==> config.mk <==
export PLATFORM = sky130hd
export DESIGN_NAME = buffered_nic
export DESIGN_NICKNAME = d
export VERILOG_FILES = /design/src/rtl/nic_pkg.sv /design/src/rtl/nic_fifo.sv /design/src/rtl/buffered_nic.sv
export SDC_FILE = /design/constraint.sdc
export NUM_CORES = 1
export LEC_CHECK = 0
export CAP_MARGIN = 20
export CORE_MARGIN = 3
export CORE_UTILIZATION = 30
export CTS_CLUSTER_DIAMETER = 100
export DETAILED_ROUTE_END_ITERATION = 16
export HOLD_SLACK_MARGIN = 0.03
export PLACE_DENSITY = 0.55
export SETUP_SLACK_MARGIN = 0.02
export SYNTH_ARGS = -nofsm -noshare
export SYNTH_HDL_FRONTEND = slang
export SYNTH_SLANG_ARGS = --single-unit
==> constraint.sdc <==
create_clock -name clk -period 2.9 [get_ports clk]
set_clock_uncertainty 0.15 [all_clocks]
set_input_delay 0.29 -clock clk [delete_from_list [all_inputs] [get_ports clk]]
set_output_delay 0.29 -clock clk [all_outputs]
set_load 0.005 [all_outputs]
==> src/rtl/nic_pkg.sv <==
// Shared definitions for the buffered NIC: register addresses and status-word bit positions.
package nic_pkg;

  localparam logic [1:0] AddrInBuf   = 2'd0;
  localparam logic [1:0] AddrInStat  = 2'd1;
  localparam logic [1:0] AddrOutBuf  = 2'd2;
  localparam logic [1:0] AddrOutStat = 2'd3;

  // Status bit positions are counted down from the MSB; the FIFO count sits in the low bits.
  localparam int unsigned StatStateOfs = 1;
  localparam int unsigned StatFlagOfs  = 2;

endpackage

==> src/rtl/nic_fifo.sv <==
// Synchronous FIFO with a combinational head. The head reads as zero while the FIFO is empty.
module nic_fifo #(
  parameter int unsigned Width = 64,
  parameter int unsigned Depth = 4,
  localparam int unsigned PtrW = $clog2(Depth),
  localparam int unsigned CntW = $clog2(Depth + 1)
) (
  input  logic             clk,
  input  logic             reset,
  input  logic             push_i,
  input  logic             pop_i,
  input  logic [Width-1:0] wdata_i,
  output logic [Width-1:0] head_o,
  output logic [CntW-1:0]  count_o,
  output logic             full_o,
  output logic             empty_o
);

  logic [Width-1:0] mem_q [Depth];
  logic [PtrW-1:0]  wr_ptr_q, rd_ptr_q;
  logic [CntW-1:0]  count_q;
  logic             do_push, do_pop;

  assign full_o  = (count_q == CntW'(Depth));
  assign empty_o = (count_q == '0);
  assign count_o = count_q;
  assign head_o  = empty_o ? '0 : mem_q[rd_ptr_q];

  assign do_push = push_i & ~full_o & ~reset;
  assign do_pop  = pop_i & ~empty_o & ~reset;

  always_ff @(posedge clk) begin
    if (reset) begin
      wr_ptr_q <= '0;
      rd_ptr_q <= '0;
      count_q  <= '0;
    end else begin
      if (do_push) wr_ptr_q <= wr_ptr_q + PtrW'(1);
      if (do_pop)  rd_ptr_q <= rd_ptr_q + PtrW'(1);
      count_q <= count_q + CntW'(do_push) - CntW'(do_pop);
    end
  end

  // Storage carries no reset; an empty FIFO never exposes it.
  always_ff @(posedge clk) begin
    if (do_push) mem_q[wr_ptr_q] <= wdata_i;
  end

endmodule

==> src/rtl/buffered_nic.sv <==
// Network interface: processor-side register window over an input and an output flit FIFO,
// with polarity-qualified handshake to the router.
module buffered_nic
  import nic_pkg::*;
#(
  parameter int unsigned DATA_W    = 64,
  parameter int unsigned IN_DEPTH  = 4,
  parameter int unsigned OUT_DEPTH = 4
) (
  input  logic              clk,
  input  logic              reset,
  input  logic [1:0]        addr,
  input  logic [DATA_W-1:0] d_in,
  input  logic              nicEn,
  input  logic              nicWrEn,
  input  logic              net_ro,
  input  logic              net_polarity,
  input  logic              net_si,
  input  logic [DATA_W-1:0] net_dl,
  output logic              net_ri,
  output logic              net_so,
  output logic [DATA_W-1:0] net_do,
  output logic [DATA_W-1:0] d_out
);

  localparam int unsigned InCntW  = $clog2(IN_DEPTH + 1);
  localparam int unsigned OutCntW = $clog2(OUT_DEPTH + 1);
  localparam logic [InCntW-1:0] InDepthC = InCntW'(IN_DEPTH);

  logic [DATA_W-1:0]  in_head, out_head;
  logic [InCntW-1:0]  in_count, in_count_nxt;
  logic [OutCntW-1:0] out_count;
  logic               in_full, in_empty, out_full, out_empty;
  logic               in_push, in_pop, out_push, out_pop, out_wr, rd_en;
  logic               in_udf_q, in_udf_d, out_ovf_q, out_ovf_d, net_ri_q;
  logic [DATA_W-1:0]  d_out_q, d_out_d, in_status, out_status;

  assign rd_en   = nicEn & ~nicWrEn;
  assign out_wr  = nicEn & nicWrEn & (addr == AddrOutBuf);
  assign out_push = out_wr & ~out_full;
  assign out_pop = ~out_empty & net_ro & (net_polarity == out_head[DATA_W-1]);
  assign in_push = net_ri_q & net_si & ~in_full;
  assign in_pop  = rd_en & (addr == AddrInBuf) & ~in_empty;

  assign in_count_nxt = in_count + InCntW'(in_push) - InCntW'(in_pop);

  nic_fifo #(.Width(DATA_W), .Depth(IN_DEPTH)) u_in_fifo (
    .clk     (clk),
    .reset   (reset),
    .push_i  (in_push),
    .pop_i   (in_pop),
    .wdata_i (net_dl),
    .head_o  (in_head),
    .count_o (in_count),
    .full_o  (in_full),
    .empty_o (in_empty)
  );

  nic_fifo #(.Width(DATA_W), .Depth(OUT_DEPTH)) u_out_fifo (
    .clk     (clk),
    .reset   (reset),
    .push_i  (out_push),
    .pop_i   (out_pop),
    .wdata_i (d_in),
    .head_o  (out_head),
    .count_o (out_count),
    .full_o  (out_full),
    .empty_o (out_empty)
  );

  always_comb begin
    in_status = '0;
    in_status[DATA_W-StatStateOfs] = ~in_empty;
    in_status[DATA_W-StatFlagOfs]  = in_udf_q;
    in_status[InCntW-1:0]          = in_count;
    out_status = '0;
    out_status[DATA_W-StatStateOfs] = out_full;
    out_status[DATA_W-StatFlagOfs]  = out_ovf_q;
    out_status[OutCntW-1:0]         = out_count;
  end

  always_comb begin
    d_out_d   = d_out_q;
    in_udf_d  = in_udf_q;
    out_ovf_d = out_ovf_q | (out_wr & out_full);
    if (rd_en) begin
      case (addr)
        AddrInBuf: begin
          d_out_d = in_empty ? '0 : in_head;
          if (in_empty) in_udf_d = 1'b1;
        end
        AddrInStat: begin
          d_out_d  = in_status;
          in_udf_d = 1'b0;
        end
        AddrOutBuf: d_out_d = '0;
        default: begin
          d_out_d   = out_status;
          out_ovf_d = 1'b0;
        end
      endcase
    end
  end

  always_ff @(posedge clk) begin
    if (reset) begin
      d_out_q   <= '0;
      in_udf_q  <= 1'b0;
      out_ovf_q <= 1'b0;
      net_ri_q  <= 1'b1;
    end else begin
      d_out_q   <= d_out_d;
      in_udf_q  <= in_udf_d;
      out_ovf_q <= out_ovf_d;
      // Ready reflects occupancy after this edge's push and pop.
      net_ri_q  <= (in_count_nxt < InDepthC);
    end
  end

  assign d_out  = d_out_q;
  assign net_ri = net_ri_q;
  assign net_so = ~out_empty;
  assign net_do = out_head;

endmodule

Word-level counts from Yosys, hierarchy flattened
Memories as Yosys holds them, arrays and structs flattened. A register that Yosys moved wholly into a read port is not among the register bits.
Cells that the tools add are included.
{"block": "classes", "add_sub_neg": 10, "n_lt_le_gt_ge": 1, "eq_ne": 6, "n_mux": 15, "bitwise": 26, "n_reduce_logical": 6}
{"operator": "case mux 64 bit (3 select lines)", "n": 1}
{"operator": "2-to-1 mux 64 bit", "n": 2}
{"operator": "bitwise AND 1 bit", "n": 19}
{"operator": "adder 3 x 1 -> 3 bit", "n": 3}
{"operator": "subtractor 3 x 1 -> 3 bit", "n": 3}
{"operator": "adder 2 x 1 -> 2 bit (second input constant)", "n": 4}
{"operator": "2-to-1 mux 2 bit", "n": 4}
{"operator": "2-to-1 mux 1 bit", "n": 7}
{"operator": "equality test 3 bit (second input constant)", "n": 2}
{"operator": "zero test 3 bit", "n": 2}
{"operator": "NOT 1 bit", "n": 6}
{"operator": "less-than comparator 3 bit (second input constant)", "n": 1}
{"operator": "AND reduction 3 bit", "n": 1}
{"operator": "OR reduction 3 bit", "n": 1}
{"operator": "equality test 2 x 1 -> 1 bit (second input constant)", "n": 1}
{"operator": "equality test 2 bit (second input constant)", "n": 1}
{"operator": "zero test 2 bit", "n": 1}
{"operator": "!= test 2 bit (second input constant)", "n": 1}
{"operator": "case mux 1 bit (2 select lines)", "n": 1}
{"operator": "nonzero test 2 bit", "n": 1}
{"operator": "equality test 1 bit", "n": 1}
{"operator": "bitwise OR 1 bit", "n": 1}
{"block": "totals", "register_bits": 81, "ram_bits": 512, "input_bits": 137, "wordCells": 76, "memories": 2}
{"memory": "u_in_fifo.mem_q", "depth": 4, "width": 64, "read_ports": 1, "rd_clocked_by_memory_dff": 1, "wr": 1, "line": "nic_fifo.sv:19", "text": "logic [Width-1:0] mem_q [Depth];"}
{"memory": "u_out_fifo.mem_q", "depth": 4, "width": 64, "read_ports": 1, "rd_clocked_by_memory_dff": 1, "wr": 1, "line": "nic_fifo.sv:19"}

Depth between registers and ports, before layout
Gate-level depths: netlist of the first run.
{"block": "logic_depth", "depth_word": 8, "ltp_mapped": 12, "ltp_nobuf": 11}

Cells and area by module
Synthesis of the first run repeated with hierarchy kept, for this count alone.
{"block": "hier_totals", "hier_cells": 1109, "area_unflattened_um2": 23332.4}
{"mod": "nic_fifo", "n_inst": 2, "cells_each": 457, "area_per_inst_um2": 10515.1, "seq_area_each_um2": 7867.5}
{"mod": "buffered_nic", "n_inst": 1, "cells_each": 195, "area_per_inst_um2": 2302.2, "seq_area_each_um2": 1341.3}

Least setup slack after synthesis of the first run
Ideal clock, no wire load.
{"block": "synth_path", "path_type": "in2reg", "startpoint": "in addr[0]", "endpoint": "mem u_out_fifo.mem_q[0][0] (enable)", "t_arrival_ns": 2.569, "path_slack_ns": -0.248, "path_stages": 4, "path_buffers": 0, "path_cell_list": "and4b_1 -> nor2b_1 -> nor2b_1 -> and2_1"}
{"block": "synth_via", "elab_chain_cells": 7}
{"element": "start: declaration", "line": "buffered_nic.sv:12", "text": "input logic [1:0] addr,"}
{"element": "equality test 2 bit", "line": "buffered_nic.sv:39", "text": "assign out_wr = nicEn & nicWrEn & (addr == AddrOutBuf);"}
{"element": "bitwise AND 1 bit", "line": "buffered_nic.sv:39"}
{"element": "bitwise AND 1 bit", "line": "buffered_nic.sv:40", "text": "assign out_push = out_wr & ~out_full;"}
{"element": "bitwise AND 1 bit (2 in a row)", "line": "nic_fifo.sv:29", "text": "assign do_push = push_i & ~full_o & ~reset;"}
{"element": "named net u_out_fifo.do_push", "line": "nic_fifo.sv:22", "text": "logic do_push, do_pop;"}
{"element": "2-to-1 mux 1 bit", "line": "nic_fifo.sv:46", "text": "if (do_push) mem_q[wr_ptr_q] <= wdata_i;"}
{"element": "2-to-1 mux 1 bit (implied by the code)", "line": "nic_fifo.sv:46"}
{"element": "end: declaration", "line": "nic_fifo.sv:19"}
The timed path passes the listed nets, and every way through them passes these cells.

==> results of run 1 <==
[cells by family (layout without fill, tap and decap cells)]
group                      after synthesis  after routing  share of synthesized area
DFF                                    597            597                      0.775
adders and majority gates               16             16                    0.00977
xor gates and xnor gates                 9              9                    0.00392
buffers and inverters                   69            470                     0.0129
muxes                                  134            134                      0.134
other                                    0              8                          0
AOI/OAI and AO/OA                       80             80                     0.0277
and+or+nand+nor                        144            144                     0.0366
[timing repair]
item | in CTS | in global routing
pin swaps | 0 | 7
setup endpoints to repair | 64 | 8
hold buffers | 0 | 0
gates cloned | 6 | 0
buffers inserted | 10 | 5
resized for setup | 83 | 21
[how the worst max path moves through the flow]
stage               from                     to  slack [ns]  cells past startpoint
6_report       flip-flop  u_out_fifo.count_o[2]        0.09                     12
5_1_grt        flip-flop  u_out_fifo.count_o[2]       -0.03                     12
4_1_cts        flip-flop  u_out_fifo.count_o[2]        -0.1                     12
3_5_place_dp   flip-flop  u_out_fifo.count_o[2]        0.14                     11
3_3_place_gp   flip-flop  u_out_fifo.count_o[2]        0.11                     11
2_1_floorplan  flip-flop  u_out_fifo.count_o[2]        0.15                     12
[state kept, by name (all words and copies together), names as in the netlist, named ones only]
signal and cells:
u_in_fifo.rd_ptr_q 2, u_out_fifo.rd_ptr_q 2, u_in_fifo.wr_ptr_q 2, net_ri 1, u_in_fifo.mem_q 256, u_in_fifo.count_o 3
d_out 64, u_out_fifo.count_o 3, in_udf_q 1, u_out_fifo.wr_ptr_q 2, u_out_fifo.mem_q 256, out_ovf_q 1
[worst max-delay path, stage by stage (launching register included)]
cell	delay, ns
dfxtp_4	0.39
buf_6	0.10
mux4_2	0.53
xnor2_2	0.22
nand3_2	0.12
nor2_2	0.13
ha_1	0.14
inv_1	0.04
ha_2	0.16
fa_2	0.35
xnor2_2	0.17
xnor2_1	0.13
nor2_1	0.06
[power by group through the flow]
stage          Sequential [mW]  Combinational (mW)  Clock, mW
2_1_floorplan             9.84               0.569          0
3_3_place_gp              9.84                1.30          0
3_5_place_dp              9.86                1.32          0
4_1_cts                   9.68                1.35       8.57
5_1_grt                   9.69                1.45       8.94
6_report                  9.67                1.33       8.30
[cell type report]
class,count,share of cell area
sequential,597,0.593
clock inverter,33,0.00991
antenna,8,0.000695
inverter,14,0.00182
tap,950,0.0413
clock buffer,92,0.0663
timing repair buffer,331,0.122
multi-input combinational,383,0.164
[stage by stage]
stage / total power, mW / worst slack (ns) / hold slack, ns / cells
final: 19.3 / 0.0852 / 0.160 / 2408
after global routing: 20.1 / -0.0271 / 0.140 / 2400
after CTS: 19.6 / -0.0970 / 0.121 / 2395
after detailed placement: 11.2 / 0.136 / 0.297 / 2254
after global placement: 11.1 / 0.112 / 0.292 / 2254
after floorplan: 10.4 / 0.146 / 0.239 / 1049
[placed cells by master, fill, tap and decap left out, types with 8 or more instances in the layout]
| master | Yosys | final |
|---|---|---|
| nor2_1 | 16 | 14 |
| mux4_2 | 128 | 128 |
| inv_1 | 14 | 14 |
| dfxtp_1 | 85 | 81 |
| buf_12 | 0 | 22 |
| clkdlybuf4s50_1 | 0 | 202 |
| buf_4 | 0 | 29 |
| a22o_1 | 50 | 50 |
| clkbuf_16 | 0 | 73 |
| nand3_1 | 9 | 9 |
| and2_1 | 73 | 56 |
| nand2_1 | 20 | 20 |
| dlygate4sd2_1 | 0 | 55 |
| nor2b_1 | 11 | 11 |
| clkbuf_1 | 35 | 18 |
| clkinv_1 | 0 | 10 |
| ha_1 | 14 | 13 |
| and2_4 | 0 | 16 |
| diode_2 | 0 | 8 |
| a21oi_1 | 16 | 16 |
| edfxtp_1 | 512 | 512 |
[metal layers]
layer | wire length [um] | global-route usage
met1 | 21700 | 0.169
met4 | 988 | 0.0381
met3 | 4150 | 0.0521
met2 | 24500 | 0.216
met5 | 60 | 0
==> results by group, run 1 <==
Hold path
  • Hold Crit Depth: 1
  • HP Class: in2reg
  • Worst Hold End: u_in_fifo.mem_q[0][30]
  • Hold wc startpoint: net_dl[30]

Synth
  • Count of flip-flops with a built-in enable after synthesis: 512
  • Synth cell count leaders: edfxtp_1 (512), mux4_2 (128), dfxtp_1 (85)
  • Most frequent cell after synthesis: edfxtp_1
  • Synth area leaders: edfxtp_1 (70%), mux4_2 (13%), dfxtp_1 (7.7%)
  • Synth async-reset ratio: 0
  • Syn_area_per_cell: 21.0 um2
  • Biggest area consumer among synthesized cells: edfxtp_1
  • Sequential share of the synthesized area: 0.775
  • Post-synth net total: 1202
  • Post-synth cell types: 41
  • Synth Register Bits: 597
  • Most used DFF post-synth: edfxtp_1
  • Cells after Synth: 1049
  • Post-synth top area share: 0.698
  • Synth Warn #: 0
  • Cell Area, Synth: 22000 um2

Worst setup path
  • Crit end category: flip-flop
  • Reg2Reg Depth: 12
  • WP data required: 3.23 ns
  • FF-to-FF End: u_out_fifo.count_o[2]
  • Crit-path max FO: 3
  • Setup Crit Path Kind: reg2reg
  • Critical Path AT: 3.15 ns
  • Startpoint types: flip-flop
  • Reg2reg setup slack: 0.09 ns

Power
  • P_leak: 9.47 nW
  • VDD IR max: 0.519 mV
  • Sequential share of power: 0.501
  • P_int: 15.2 mW
  • Pwr dens: 670 nW/um2
  • Clock group share of total power: 0.430
  • Sw Pwr: 4.09 mW
  • Combinational Power Share: 0.069
  • Switching portion of total power: 0.212

Timing
  • Slew margin rel.: 0.512
  • Final Hold Fails: 0
  • RSZ-0062 raised after global routing: true
  • Upper clock frequency limit: 355 MHz
  • Final slew viol count: 0
  • Setup violations, final: 0
  • Setup TNS Final: 0 ns
  • Slew of the pin with the lowest slew margin: 0.731 ns
  • Final period util: 0.971
  • Min Tclk post-route: 2.81 ns

Global routing
  • Pin count of the biggest net entering global routing: 64
  • Global route overflow: 0
  • Initial antenna violation count: 13
  • First-pass GRT wire length: 77.6 mm
  • Tot GR Track Use: 0.134
  • Vias in the first global route: 12042

Clock tree
  • CTS max path bufs: 3
  • CTS tree: built
  • Sink Count: 597
  • Total CTS buffers: 69
  • Htree depth: 3
  • Root Driver: clkbuf_16
  • Clk_lat worst skew: 0.61 ns
  • Clk pin slew, worst setup/hold paths: 0.06 ns

Finish
  • Synthesis-to-layout area growth: 30.8%
  • Fin util: 0.399
  • Layout net count: 1549
  • Layout cells sized above 1: 0.225
  • Register area: 17100 um2
  • Post-layout instance area: 28800 um2
  • Fill count: 6495
  • Area taken by multi-input logic gates: 4730 um2

Floorplan
  • # IOs: 267
  • Die Span X: 277 um
  • Row count: 98
  • Core area: 72100 um2
  • Die Ht: 277 um
  • Starting Density: 0.305
  • Die area: 76700 um2

Run
  • Max-Cap Viols: 0

Routing
  • Post-route DRC violation count: 0
  • Detailed Route Iter0 Violations: 847
  • Drt first pass iters: 4
  • Wire length per cell: 21.3 um
  • Antenna Nets Post-Route: 0
  • Final wirelength: 51.4 mm
  • Routed via count: 11116
  • Via density: 4.62

Placed design
  • Post-DP Area: 26300 um2
  • DP HPWL: 30.4 mm
  • GPL Wtd Cong: 0.718
  • Buffers on Ports: 266

Status
  • Status: finished, final reports clean
Power figures use the tool's default switching activity.
==> run 2, diff against run 1 <==
--- a/config.mk
+++ b/config.mk
@@ -13,6 +13,7 @@
 export HOLD_SLACK_MARGIN = 0.03
 export PLACE_DENSITY = 0.55
 export SETUP_SLACK_MARGIN = 0.02
+export SLEW_MARGIN = 20
 export SYNTH_ARGS = -nofsm -noshare
 export SYNTH_HDL_FRONTEND = slang
 export SYNTH_SLANG_ARGS = --single-unit
==> results of run 2 <==
Final layout, timing and power as in run 1 (identical DEF).
==> run 3, diff against run 2 <==
--- a/config.mk
+++ b/config.mk
@@ -8,7 +8,7 @@
 export CAP_MARGIN = 20
 export CORE_MARGIN = 3
 export CORE_UTILIZATION = 30
-export CTS_CLUSTER_DIAMETER = 100
+export CTS_CLUSTER_DIAMETER = 40
 export DETAILED_ROUTE_END_ITERATION = 16
 export HOLD_SLACK_MARGIN = 0.03
 export PLACE_DENSITY = 0.55
==> run 3 against run 2 <==
Clock power grew 33%. Largest power group is now the clock network. Cell area grew 3.2%. First-iteration DRC count shrank 9.8%. Worst setup slack lost 0.0068 ns. Die area is the same. Clock-buffer cell count grew 18. Largest cell class unchanged. Fmax shrank 0.24%. Global-route usage shrank 0.091 points. Critical path depth shrank 5. Wire length shrank 0.53%.
==> results by group, run 3 (synthesis results as in run 1) <==
Global routing
  • Pin count of the biggest net entering global routing: 67
  • First-pass GRT wire length: 77.5 mm
  • Vias in the first global route: 12296
  • Tot GR Track Use: 0.133
  • Initial antenna violation count: 13
  • Global route overflow: 0

Worst setup path
  • Startpoint types: flip-flop
  • Setup Crit Path Kind: reg2out
  • Crit end category: primary output
  • WP data required: 2.46 ns
  • Critical Path AT: 2.38 ns
  • Crit-path max FO: 5

Floorplan
  • Die Span X: 277 um
  • Row count: 98
  • Die Ht: 277 um
  • Starting Density: 0.305
  • # IOs: 267
  • Die area: 76700 um2
  • Core area: 72100 um2

Routing
  • Post-route DRC violation count: 0
  • Detailed Route Iter0 Violations: 764
  • Antenna Nets Post-Route: 0
  • Drt first pass iters: 5
  • Final wirelength: 51.1 mm
  • Routed via count: 11249
  • Wire length per cell: 20.9 um
  • Via density: 4.59

Clock tree
  • Clk pin slew, worst setup/hold paths: 0.06 ns
  • Htree depth: 3
  • Root Driver: clkbuf_16
  • Clk_lat worst skew: 0.61 ns
  • CTS max path bufs: 3
  • Total CTS buffers: 91
  • CTS tree: built
  • Sink Count: 597

Placed design
  • Buffers on Ports: 266
  • Pre-CTS setup slack: 0.136 ns
  • Placed cells: 2254
  • GPL Wtd Cong: 0.718
  • DP HPWL: 30.4 mm

Power
  • VDD IR max: 0.626 mV
  • P_leak: 9.92 nW
  • Pwr dens: 739 nW/um2

Finish
  • Post-route non-filler standard cell count: 2449
  • Layout net count: 1567
  • Most frequent cells in the layout: edfxtp_1 (512), clkdlybuf4s50_1 (202), mux4_2 (128)
  • Fill count: 6416
  • Most common cell after layout, fill and taps aside: edfxtp_1
  • Layout cells sized above 1: 0.258
  • Synthesis-to-layout area growth: 34.9%

Hold path
  • HP Class: in2reg

Timing
  • Setup TNS Final: 0 ns
  • Final period util: 0.973
  • RSZ-0062 raised after global routing: true
  • Slew margin rel.: 0.507
  • Final slew viol count: 0
  • Slew of the pin with the lowest slew margin: 0.740 ns
  • Setup violations, final: 0
  • Final Worst Setup Slack: 0.0784 ns
  • Min Tclk post-route: 2.82 ns
  • Final Hold Fails: 0
  • Upper clock frequency limit: 354 MHz

Status
  • Status: finished, final reports clean

Run
  • Max-Cap Viols: 0
-- run 3: cell count changes in the layout (fill, tap and decap cells not counted), moves of 4 or more --
cell / before / now
clkinv_4: 4 / 8
inv_8: 0 / 6
clkinv_2: 7 / 12
clkbuf_16: 73 / 94
clkinv_1: 10 / 1
clkbuf_1: 18 / 12
bufinv_16: 3 / 9
inv_6: 2 / 16
-- run 3: final cells by class --
class                      count  area, um2  area share
antenna                        7       17.5    0.000590
clock buffer                 110       2450      0.0825
clock inverter                61        702      0.0236
inverter                      14       52.6     0.00177
multi-input combinational    383       4730       0.159
sequential                   597      17100       0.575
tap                          950       1190      0.0400
timing repair buffer         327       3470       0.117
-- run 3: path summary, 6_finish.rpt --
| path | startpoint | end | slack (ns) | depth (start not counted) |
|---|---|---|---|---|
| setup / recovery | flip-flop | net_do[17] | 0.08 | 7 |
| hold / removal | net_dl[30] | u_in_fifo.mem_q[0][30] | 0.15 | 1 |
| setup reg to reg | flip-flop | u_out_fifo.count_o[2] | 0.10 | 12 |
| hold reg to reg | d_out[8] | d_out[8] | 0.30 | 2 |
-- run 3: metrics by stage --
stage	instance area, um2	hold WS (ns)	util	power [mW]
2_1_floorplan	22000	0.239	-	10.4
3_3_place_gp	26300	0.292	0.364	11.1
3_5_place_dp	26300	0.297	0.364	11.2
4_1_cts	29700	0.101	0.411	22.3
5_1_grt	29700	0.120	0.412	22.8
6_report	29700	0.147	0.412	22.0
-- run 3: routing by layer --
metal,vias to the layer above,track usage,wire [um],part of all wire
met5,-,0,61,0.0012
met4,10,0.0388,1100,0.022
met3,97,0.0542,4260,0.083
met2,321,0.217,24500,0.48
met1,5785,0.164,21200,0.41
li1,5036,-,-,-
-- run 3: where the power goes --
group	internal, mW	switching [mW]
sequential	9.60	0.0770
clock	6.96	4.03
combinational	0.673	0.625
total	17.2	4.73
-- run 3: critical path: stages (launching register included) --
cell and delay [ns]:
dfxtp_4 0.37, buf_12 0.14, buf_12 0.12, buf_16 0.12, buf_4 0.12, mux4_2 0.48
and2_4 0.16, dlygate4sd2_1 0.25
-- run 3: timing repair --
item / CTS / global route
hold endpoints to repair: 0 / 0
hold buffers: 0 / 0
setup endpoints to repair: 64 / 6
cloned: 5 / 0
resized for setup: 97 / 11
setup buffers: 11 / 1
pin swaps: 0 / 2
